`config.mk`:
```
export PLATFORM = sky130hd
export DESIGN_NAME = fetch_buffer
export DESIGN_NICKNAME = d
export VERILOG_FILES = /design/src/rtl/fetch_buffer.sv
export SDC_FILE = /design/constraint.sdc
export NUM_CORES = 1
export LEC_CHECK = 0
export CORE_ASPECT_RATIO = 0.5
export CORE_MARGIN = 5
export CORE_UTILIZATION = 55
export DETAILED_ROUTE_END_ITERATION = 12
export GPL_ROUTABILITY_DRIVEN = 1
export PLACE_DENSITY = 0.85
export SLEW_MARGIN = 20
export SYNTH_ARGS = -nofsm -noshare
export SYNTH_HDL_FRONTEND = slang
export SYNTH_SLANG_ARGS = --single-unit
```
`constraint.sdc`:
```
create_clock -name clk -period 4.2 [get_ports clk]
set_input_delay 0.84 -clock clk [delete_from_list [all_inputs] [get_ports clk]]
set_output_delay 0.84 -clock clk [all_outputs]
set_load 0.005 [all_outputs]
```
`src/rtl/fetch_buffer.sv`:
```
// fetch_buffer: PC generator, sync imem fetch and in-order instruction queue.
// Define FETCH_PERF_EN to add the perf_fetched / perf_flushes counters.
module fetch_buffer #(
  parameter int PC_W     = 17,
  parameter int DEPTH    = 4,
  parameter int RESET_PC = 32768
) (
  input  logic            clk,
  input  logic            reset,
  input  logic            redirect,
  input  logic [PC_W-1:0] redirect_pc,
  output logic [PC_W-3:0] imem_addr,
  input  logic [31:0]     imem_rdata,
  output logic            out_valid,
  input  logic            out_ready,
  output logic [PC_W-1:0] out_pc,
  output logic [31:0]     out_instr
`ifdef FETCH_PERF_EN
  ,
  output logic [31:0]     perf_fetched,
  output logic [31:0]     perf_flushes
`endif
);

  localparam int PW = $clog2(DEPTH);
  localparam int CW = $clog2(DEPTH + 1);
  localparam int OW = CW + 1;
  localparam logic [OW-1:0] DEPTH_C = OW'(DEPTH);

  logic [PC_W-1:0] fetch_pc_q, fetch_pc_d;
  logic [PC_W-1:0] infl_pc_q;
  logic            inflight_q;
  logic [CW-1:0]   count_q, count_d;
  logic [PW-1:0]   wr_ptr_q, rd_ptr_q;
  logic [PC_W-1:0] pc_mem_q  [DEPTH];
  logic [31:0]     ins_mem_q [DEPTH];

  logic          issue;
  logic          enq;
  logic          deq;
  logic [OW-1:0] occ;
  logic          unused_rpc;

  assign unused_rpc = ^redirect_pc[1:0];

  // Occupancy counts reserved slots so an issue can never overflow.
  assign occ   = {1'b0, count_q} + OW'(inflight_q);
  assign issue = !redirect && (occ < DEPTH_C);
  assign enq   = inflight_q && !redirect;
  assign deq   = out_valid && out_ready && !redirect;

  assign imem_addr = fetch_pc_q[PC_W-1:2];
  assign out_valid = (count_q != '0);
  assign out_pc    = pc_mem_q[rd_ptr_q];
  assign out_instr = ins_mem_q[rd_ptr_q];

  // Next fetch PC: redirect target, sequential advance or hold.
  always_comb begin
    fetch_pc_d = fetch_pc_q;
    if (redirect)
      fetch_pc_d = {redirect_pc[PC_W-1:2], 2'b00};
    else if (issue)
      fetch_pc_d = fetch_pc_q + PC_W'(4);
  end

  // Queue occupancy update.
  always_comb begin
    count_d = count_q;
    if (redirect) begin
      count_d = '0;
    end else begin
      unique case ({enq, deq})
        2'b10:   count_d = count_q + CW'(1);
        2'b01:   count_d = count_q - CW'(1);
        default: count_d = count_q;
      endcase
    end
  end

  // Fetch PC, inflight tracking, pointers and occupancy.
  always_ff @(posedge clk or negedge reset) begin
    if (!reset) begin
      fetch_pc_q <= PC_W'(RESET_PC);
      infl_pc_q  <= '0;
      inflight_q <= 1'b0;
      count_q    <= '0;
      wr_ptr_q   <= '0;
      rd_ptr_q   <= '0;
    end else begin
      fetch_pc_q <= fetch_pc_d;
      count_q    <= count_d;
      inflight_q <= issue;
      if (issue)
        infl_pc_q <= fetch_pc_q;
      if (redirect) begin
        wr_ptr_q <= '0;
        rd_ptr_q <= '0;
      end else begin
        if (enq)
          wr_ptr_q <= wr_ptr_q + PW'(1);
        if (deq)
          rd_ptr_q <= rd_ptr_q + PW'(1);
      end
    end
  end

  // Queue storage; cleared on reset so the head reads zero.
  always_ff @(posedge clk or negedge reset) begin
    if (!reset) begin
      for (int i = 0; i < DEPTH; i++) begin
        pc_mem_q[i]  <= '0;
        ins_mem_q[i] <= '0;
      end
    end else if (enq) begin
      pc_mem_q[wr_ptr_q]  <= infl_pc_q;
      ins_mem_q[wr_ptr_q] <= imem_rdata;
    end
  end

`ifdef FETCH_PERF_EN
  logic [31:0] perf_fetched_q, perf_flushes_q;

  assign perf_fetched = perf_fetched_q;
  assign perf_flushes = perf_flushes_q;

  // Dequeue and redirect event counters.
  always_ff @(posedge clk or negedge reset) begin
    if (!reset) begin
      perf_fetched_q <= '0;
      perf_flushes_q <= '0;
    end else begin
      if (deq)
        perf_fetched_q <= perf_fetched_q + 32'd1;
      if (redirect)
        perf_flushes_q <= perf_flushes_q + 32'd1;
    end
  end
`endif

endmodule

```
==> summary.md, run 1 <==
The flow ran to the end, and the final reports show no timing, DRC or antenna violations. The total area inside the core boundary comes to 18300 um^2. The worst hold path belongs to the class in2async.

In the finished design, the share of the clock period the worst path needs comes to 82.1%. The worst setup path is launched from a flop. The count of pins on the block boundary is 118, and the tightest slew margin relative to the limit is 47.8%.

The number of max-slew violations in the final report was 0; the final worst clock skew was 0.0105 ns. The tool flagged a number of max-cap violations equal to 0. The first global-routing pass estimated 34100 um of wire.

TritonCTS built the clock tree. At the worst endpoint, the required time is 3.36 ns. Of the total power, combinational logic draws 35.0%. The yosys synthesis warning count came out at 0. The share of the yosys chip area belonging to registers is 55.8%. After synthesis, the cell types taking the most area are sky130_fd_sc_hd__dfrtp_1 (56%), sky130_fd_sc_hd__mux2_2 (17%), sky130_fd_sc_hd__mux4_2 (10%), sky130_fd_sc_hd__mux2_1 (5.3%), sky130_fd_sc_hd__buf_6 (1.4%). Buffers added to address setup during post-CTS repair amount to 0.

The data arrival time of the critical path was 2.61 ns; the routed wire length per instance was 20.3 um. The width of the chip is 202 um, and the count of clock tree sinks is 226. The overall die height works out to 106 um. Area added between synthesis and finish: 19.3%. After detailed routing, the total wire length is 20200 um. Input and output buffers added on the ports amount to 113. The routability congestion estimate came out at 0.800. Maximum clock frequency: 290 MHz. The area after detailed placement is 11500 um^2. Fill cells in the final layout number 1245.

Dividing total power by cell area gives a power density of 711 nW/um^2. In this run the biggest area consumer among cell types represents 55.5% of the synthesized area. The total CTS buffers was 21; the effective utilization at floorplan was 55.5%. Summed over all layers, the global routing overflow is 0.

The number of antenna diodes in the final layout is 0. The number of antenna violations at the first check in global routing is 0. The largest fanout on the critical path was 27; the sequential cell area in the final layout was 5660 um^2. The clock network accounts for 21.0% of the total power. Summed over all nets, the switching power comes to 2400 uW. The tools report the number of global-route vias before repair as 6328.

The number of remaining DRC errors came out at 0. For this design, the CTS-stage hold fixing added 0 buffers. For the worst-skew pair, the clock arrives at the later sink with an insertion delay of 0.49 ns. The detail route stage leaves a number of antenna-violating nets equal to 0. The tools report the instance count of the mapped netlist as 633. The netlist area before placement is 10100 um^2, and the area enclosed by the die boundary is 21400 um^2.

The run gives 253 uV as the highest ir drop seen on vdd. A synthesized cell averages 16.0 um^2. Entering global routing, the biggest net connects 103 pins. In the routed layout, each cell is associated on average with a via count of 5.76. The clock transition at the registers of the reported paths is 0.06 ns. In this run the core area contains 35 standard-cell rows.

Of the total power, registers draw 44.0%. The H-tree depth reported by CTS is 1. Setup total negative slack on the finished layout was measured at 0 ns. The detailed router placed 5727 vias in this run. Setup repair after global routing left no endpoint under its margin. With fillers left out, the area of the finished cells amounts to 12100 um^2.

The number of gates resized after CTS was 0. In this run, distinct cell masters in the synthesized netlist total 45. The run gives 0 as the number of hold-slack violations in the final timing report. The longest clock path from root to sink contains 3 buffers. The run gives 4200 um^2 as the area of the multi-input gates. The worst setup path is captured at an output port. The root buffer cell chosen for the clock tree is sky130_fd_sc_hd__clkbuf_16. In this run the static leakage power is 0.00517 uW.

The synthesized design spends more area on one cell type than any other, namely sky130_fd_sc_hd__dfrtp_1. The clock period could shrink to 3.45 ns. For the pin with the worst max-slew slack, the measured transition is 0.783 ns. In this run switching power makes up 27.9% of total power.

For this run, the detailed router's first-pass iteration total came to 4. The global-route usage over all layers was 19.5%; the number of nets in the finished design was 801. Cell internal power was estimated by the tool at 6200 uW.

The detailed router finished its first iteration with 313 violations. Summed over all nets, the half-perimeter wirelength after detailed placement is 13400 um. The category of the critical setup timing path is reg2out. Setup violations remaining at the end of the flow were counted as 0. Of the cells placed in the final design, the portion with a size suffix greater than 1 is 35.4%.

Synthesis inferred 226 register bits.
==> path summary, 6_finish.rpt <==
| kind | startpoint | endpoint | slack, ns | cells after the start |
|---|---|---|---|---|
| worst max register to register | inflight_q$_DFF_PN0_ | pc_mem_q[29]$_DFFE_PN0P_ | 2.16 | 4 |
| worst min-delay path | reset | ins_mem_q[103]$_DFFE_PN0P_ | 0.38 | 1 |
| max in group asynchronous | reset | rd_ptr_q[0]$_DFFE_PN0P_ | 2.81 | 2 |
| worst min register to register | ins_mem_q[28]$_DFFE_PN0P_ | ins_mem_q[28]$_DFFE_PN0P_ | 0.49 | 1 |
| worst max-delay path | rd_ptr_q[0]$_DFFE_PN0P_ | out_instr[17] | 0.75 | 3 |
| min in group clk | ins_mem_q[28]$_DFFE_PN0P_ | ins_mem_q[28]$_DFFE_PN0P_ | 0.49 | 1 |
==> synthesized netlist by cell type (all sizes together) <==
cell,n
a31o,1
a22oi,2
conb,1
nand3,4
fa,1
o31ai,1
dfstp,1
nor2b,5
nor3,8
mux2,203
and3,3
dfrtp,225
ha,5
mux4,47
inv,2
nor3b,1
or3,1
nand2b,1
nor4b,1
clkbuf,6
nor2,8
and2,1
nor4,6
xor2,2
xnor2,12
nand2,24
o21ai,14
a31oi,1
buf,34
nand4,5
mux2i,7
==> area by class of cell <==
type / count / area share, %
clock inverters: 8 / 0.651
inverters: 2 / 0.0620
flip-flops and latches: 226 / 46.8
clock buffers: 27 / 4.69
repair buffers: 125 / 10.6
multi-input cells: 366 / 34.7
well taps: 240 / 2.48
==> kinds of logic after synthesis <==
group | count (synthesis) | synth area share, %
XOR/XNOR | 14 | 1.21
AND/OR/NAND/NOR | 68 | 4.20
other | 1 | 0.0370
multiplexers | 257 | 33.7
adder cells (fa/ha/maj) | 6 | 0.814
flip-flops | 226 | 55.8
buffers and inverters | 42 | 2.96
AO/OA/AOI/OAI | 19 | 1.32
==> layout by cell type (no fill, tap or decap), drive strengths merged, types with 6 or more instances in the layout <==
master / synthesis / final
buf: 34 / 13
clkbuf: 6 / 27
clkdlybuf4s50: 0 / 112
clkinv: 0 / 6
dfrtp: 225 / 225
mux2: 203 / 203
mux2i: 7 / 7
mux4: 47 / 47
nand2: 24 / 24
nor2: 8 / 8
nor3: 8 / 8
nor4: 6 / 6
o21ai: 14 / 14
xnor2: 12 / 12
==> layer usage <==
layer	vias to the layer above	share of wire, %	track usage (%)
li1	2553	-	-
met1	3052	46	27.7
met2	91	49	32.7
met3	31	2.9	2.99
met4	0	1.8	3.95
met5	-	0	0
==> power by group through the flow <==
stage | logic, uW | clock network (uW) | registers (uW)
2_1_floorplan | 1950 | 0 | 3510
3_3_place_gp | 2970 | 0 | 3720
3_5_place_dp | 3060 | 0 | 3820
4_1_cts | 3080 | 1850 | 3790
5_1_grt | 3270 | 1950 | 3910
6_report | 3010 | 1810 | 3780
==> through the flow <==
| stage | std cells | hold slack [ns] | total power (uW) | worst slack [ns] | utilization (%) |
|---|---|---|---|---|---|
| final | 994 | 0.379 | 8600 | 0.753 | 66.3 |
| after global routing | 994 | 0.441 | 9130 | 0.586 | 66.3 |
| after CTS | 994 | 0.416 | 8710 | 0.685 | 66.3 |
| after detailed placement | 959 | 0.475 | 6880 | 1.20 | 62.7 |
| after global placement | 959 | 0.468 | 6680 | 1.22 | 62.7 |
| after floorplan | 634 | 0.459 | 5460 | 1.56 | - |
==> registers in the layout (all words and copies together), names as in the netlist <==
signal	cells
pc_mem_q	60
inflight_q	1
wr_ptr_q	2
infl_pc_q	15
fetch_pc_q	15
rd_ptr_q	2
ins_mem_q	128
count_q	3
==> critical path, stage by stage, from the launching register on <==
cell                              delay (ns)
sky130_fd_sc_hd__dfrtp_4                0.75
sky130_fd_sc_hd__buf_12                 0.31
sky130_fd_sc_hd__mux4_2                 0.56
sky130_fd_sc_hd__clkdlybuf4s50_1        0.47
(Power assumes the default switching activity.)
==> inputs of run 2 (changes only) <==
==> constraint.sdc (replaced) <==
create_clock -name clk -period 3.2 [get_ports clk]
set_input_delay 0.64 -clock clk [delete_from_list [all_inputs] [get_ports clk]]
set_output_delay 0.64 -clock clk [all_outputs]
set_load 0.005 [all_outputs]
==> summary.md, run 2 (synthesized netlist as in run 1, its figures left out) <==
Global-route usage over all layers: 19.9%. The H-tree depth reported by CTS was 1; the total CTS buffers was 21. Measured on the finished design, the core utilization comes to 66.5%. For the number of iterations in the first detailed-routing pass, the log shows 4. At the worst endpoint, the required time is 2.56 ns.

Once the floorplan was initialized, standard cells occupied 55.5% of the core. The pin slew with the least headroom to its limit came out at 0.612 ns. Based on the critical path, the design can be clocked at up to 334 MHz. The core region is 18300 um^2. For the number of max-slew violations in the final report, the log shows 0. In this run the remaining antenna-violating nets after routing total 0.

The width of the chip is 202 um. The tools report the detailed-route via count as 5792. For the number of diodes added for antenna fixing, the log shows 0.

Summed over all cells, the static leakage comes to 0.00520 uW. The clock latency on the worst-skew pair was 0.49 ns. The logs give 0 for the number of buffers inserted to repair setup after CTS and 242 for the detailed router's first-iteration violation count. In the final layout, the registers with the most flip-flops are ins_mem_q (128), pc_mem_q (60). The number of nets in the finished design was 807; the maximum number of pins on one net before global-route repair was 82. The floorplan row count was 35. Along the worst path, the maximum fanout reaches 15. The number of buffer cells added on primary ports was 113; the count of hold-fix buffers inserted at cts was 0.

The category of the critical setup timing path is reg2out. The setup total negative slack came out at 0 ns. The library cells used most frequently in the layout, excluding fill and tap cells, are sky130_fd_sc_hd__dfrtp_1 (223), sky130_fd_sc_hd__mux2_2 (155), sky130_fd_sc_hd__clkdlybuf4s50_1 (112), sky130_fd_sc_hd__mux2_1 (48), sky130_fd_sc_hd__mux4_2 (47). From bottom edge to top edge, the die measures 106 um.

The tools report the quantity of gates resized following cts as 0. Number of hold-slack violations in the final timing report: 0. Count of maximum capacitance violations: 0. The flow ran to the end, and the final reports show no timing, DRC or antenna violations. Summed over all layers, the routed wires come to 20400 um. Number of cells after detailed placement: 965.

The launching element type of the critical path was a flop. The logs give 1269 for the number of fill cells in the layout and 0 for the number of antenna violations at the first check in global routing. STA puts the critical path data arrival time at 2.36 ns. The register with the most flip-flops is ins_mem_q. The post-route netlist has 36.1% of its cells at a drive strength greater than 1. Summing all multi-input logic gate instances after layout gives 4200 um^2. After clock tree synthesis, the clock-pin slew on the worst setup and hold paths is 0.07 ns.

TritonCTS built the clock tree. The area growth from synthesis to layout is 19.8%. The final worst hold slack is 0.112 ns, and the maximum buffer depth of the clock tree is 3. The via density per instance works out to 5.81. In this run the tightest slew margin relative to its limit is 59.2%. The final period utilization is 93.6%, and the highest ir drop seen on vdd is 399 uV. Setup violations remaining at the end of the flow were counted as 0.

The die covers 21400 um^2. Clock tree synthesis found a total of 226 sinks. Registers take 5660 um^2. Routability congestion estimate: 0.796.

The min-delay analysis places its worst path in the category in2async. The number of global-route vias before repair is 6525, and the first-pass GRT wire length is 34600 um. Global routing finished with a remaining overflow of 0. Setup repair after global routing left no endpoint under its margin.

The tools report the number of remaining DRC errors as 0. The routed wire length per instance was 20.5 um; the count of pins on the block boundary was 118. Post-DP HPWL: 13300 um. The tools report the kind of end point of the critical path as an output port.

The library cell used most frequently in the layout, excluding fill and tap cells, is sky130_fd_sc_hd__dfrtp_1. The power density normalized to cell area is 941 nW/um^2, and the non-filler instance count after layout is 997. The shortest clock period the worst path allows after layout is 3.00 ns, and the post-route total power is 11400 uW. The tree is rooted in a sky130_fd_sc_hd__clkbuf_16. For the final database, setup skew stands at 0.00866 ns.

The register with the most flip-flops in the layout has 128 of them.
[run 2: cell count changes in the layout (fill, tap and decap cells not counted)]
cell / before / now
sky130_fd_sc_hd__buf_4: 7 / 15
sky130_fd_sc_hd__clkbuf_8: 2 / 4
sky130_fd_sc_hd__clkinv_4: 2 / 0
sky130_fd_sc_hd__clkinv_2: 4 / 3
sky130_fd_sc_hd__clkbuf_1: 4 / 1
sky130_fd_sc_hd__bufinv_16: 1 / 2
sky130_fd_sc_hd__buf_12: 5 / 3
[run 2: report_power, final]
part	leakage (uW)	switching (uW)	total (uW)	internal [uW]
Combinational	0.00205	1330	4060	2730
Clock	0.000335	1020	2470	1450
Sequential	0.00282	798	4900	4100
[run 2: metal layers]
metal / share of wire (%) / GRT usage, % / wire length [um] / vias to the layer above
met5: 0 / 0 / 0 / -
met3: 3.1 / 2.90 / 643 / 27
met4: 1.5 / 3.85 / 314 / 0
met2: 50 / 33.9 / 10200 / 100
met1: 45 / 28.0 / 9280 / 3099
li1: - / - / - / 2566
[run 2: cell type report]
class	instances	share of cell area [%]
Clock buffer	26	4.81
Clock inverter	6	0.711
Sequential cell	226	46.6
Inverter	2	0.0618
Tap cell	240	2.47
Timing Repair Buffer	131	10.8
Multi-Input combinational cell	366	34.6
[run 2: worst paths after layout]
kind	start	endpoint	slack [ns]	cells past startpoint
worst max-delay path	rd_ptr_q[0]$_DFFE_PN0P_	out_instr[15]	0.20	3
worst min-delay path	reset	ins_mem_q[7]$_DFFE_PN0P_	0.11	1
worst max register to register	count_q[1]$_DFFE_PN0P_	count_q[2]$_DFFE_PN0P_	1.18	6
worst min register to register	ins_mem_q[76]$_DFFE_PN0P_	ins_mem_q[76]$_DFFE_PN0P_	0.49	1
max in group asynchronous	reset	pc_mem_q[20]$_DFFE_PN0P_	2.14	2
min in group clk	ins_mem_q[76]$_DFFE_PN0P_	ins_mem_q[76]$_DFFE_PN0P_	0.49	1
[run 2: worst max-delay path, stage by stage, from the launching register on]
cell and delay (ns):
sky130_fd_sc_hd__dfrtp_4 0.61, sky130_fd_sc_hd__buf_12 0.23, sky130_fd_sc_hd__mux4_2 0.52, sky130_fd_sc_hd__clkdlybuf4s50_1 0.50
[run 2: per-stage QoR]
stage,area [um^2],setup slack (ns)
after global placement,11500,0.622
after global routing,12100,0.0949
after detailed placement,11500,0.596
after floorplan,10100,0.757
after CTS,12100,0.153
final,12100,0.203
==> inputs of run 3 (changes only) <==
--- a/config.mk
+++ b/config.mk
@@ -11,7 +11,7 @@
 export DETAILED_ROUTE_END_ITERATION = 12
 export GPL_ROUTABILITY_DRIVEN = 1
 export PLACE_DENSITY = 0.85
-export SLEW_MARGIN = 20
+export SLEW_MARGIN = 5
 export SYNTH_ARGS = -nofsm -noshare
 export SYNTH_HDL_FRONTEND = slang
 export SYNTH_SLANG_ARGS = --single-unit
==> results of run 3 <==
Final layout, timing and power as in run 2 (identical DEF).
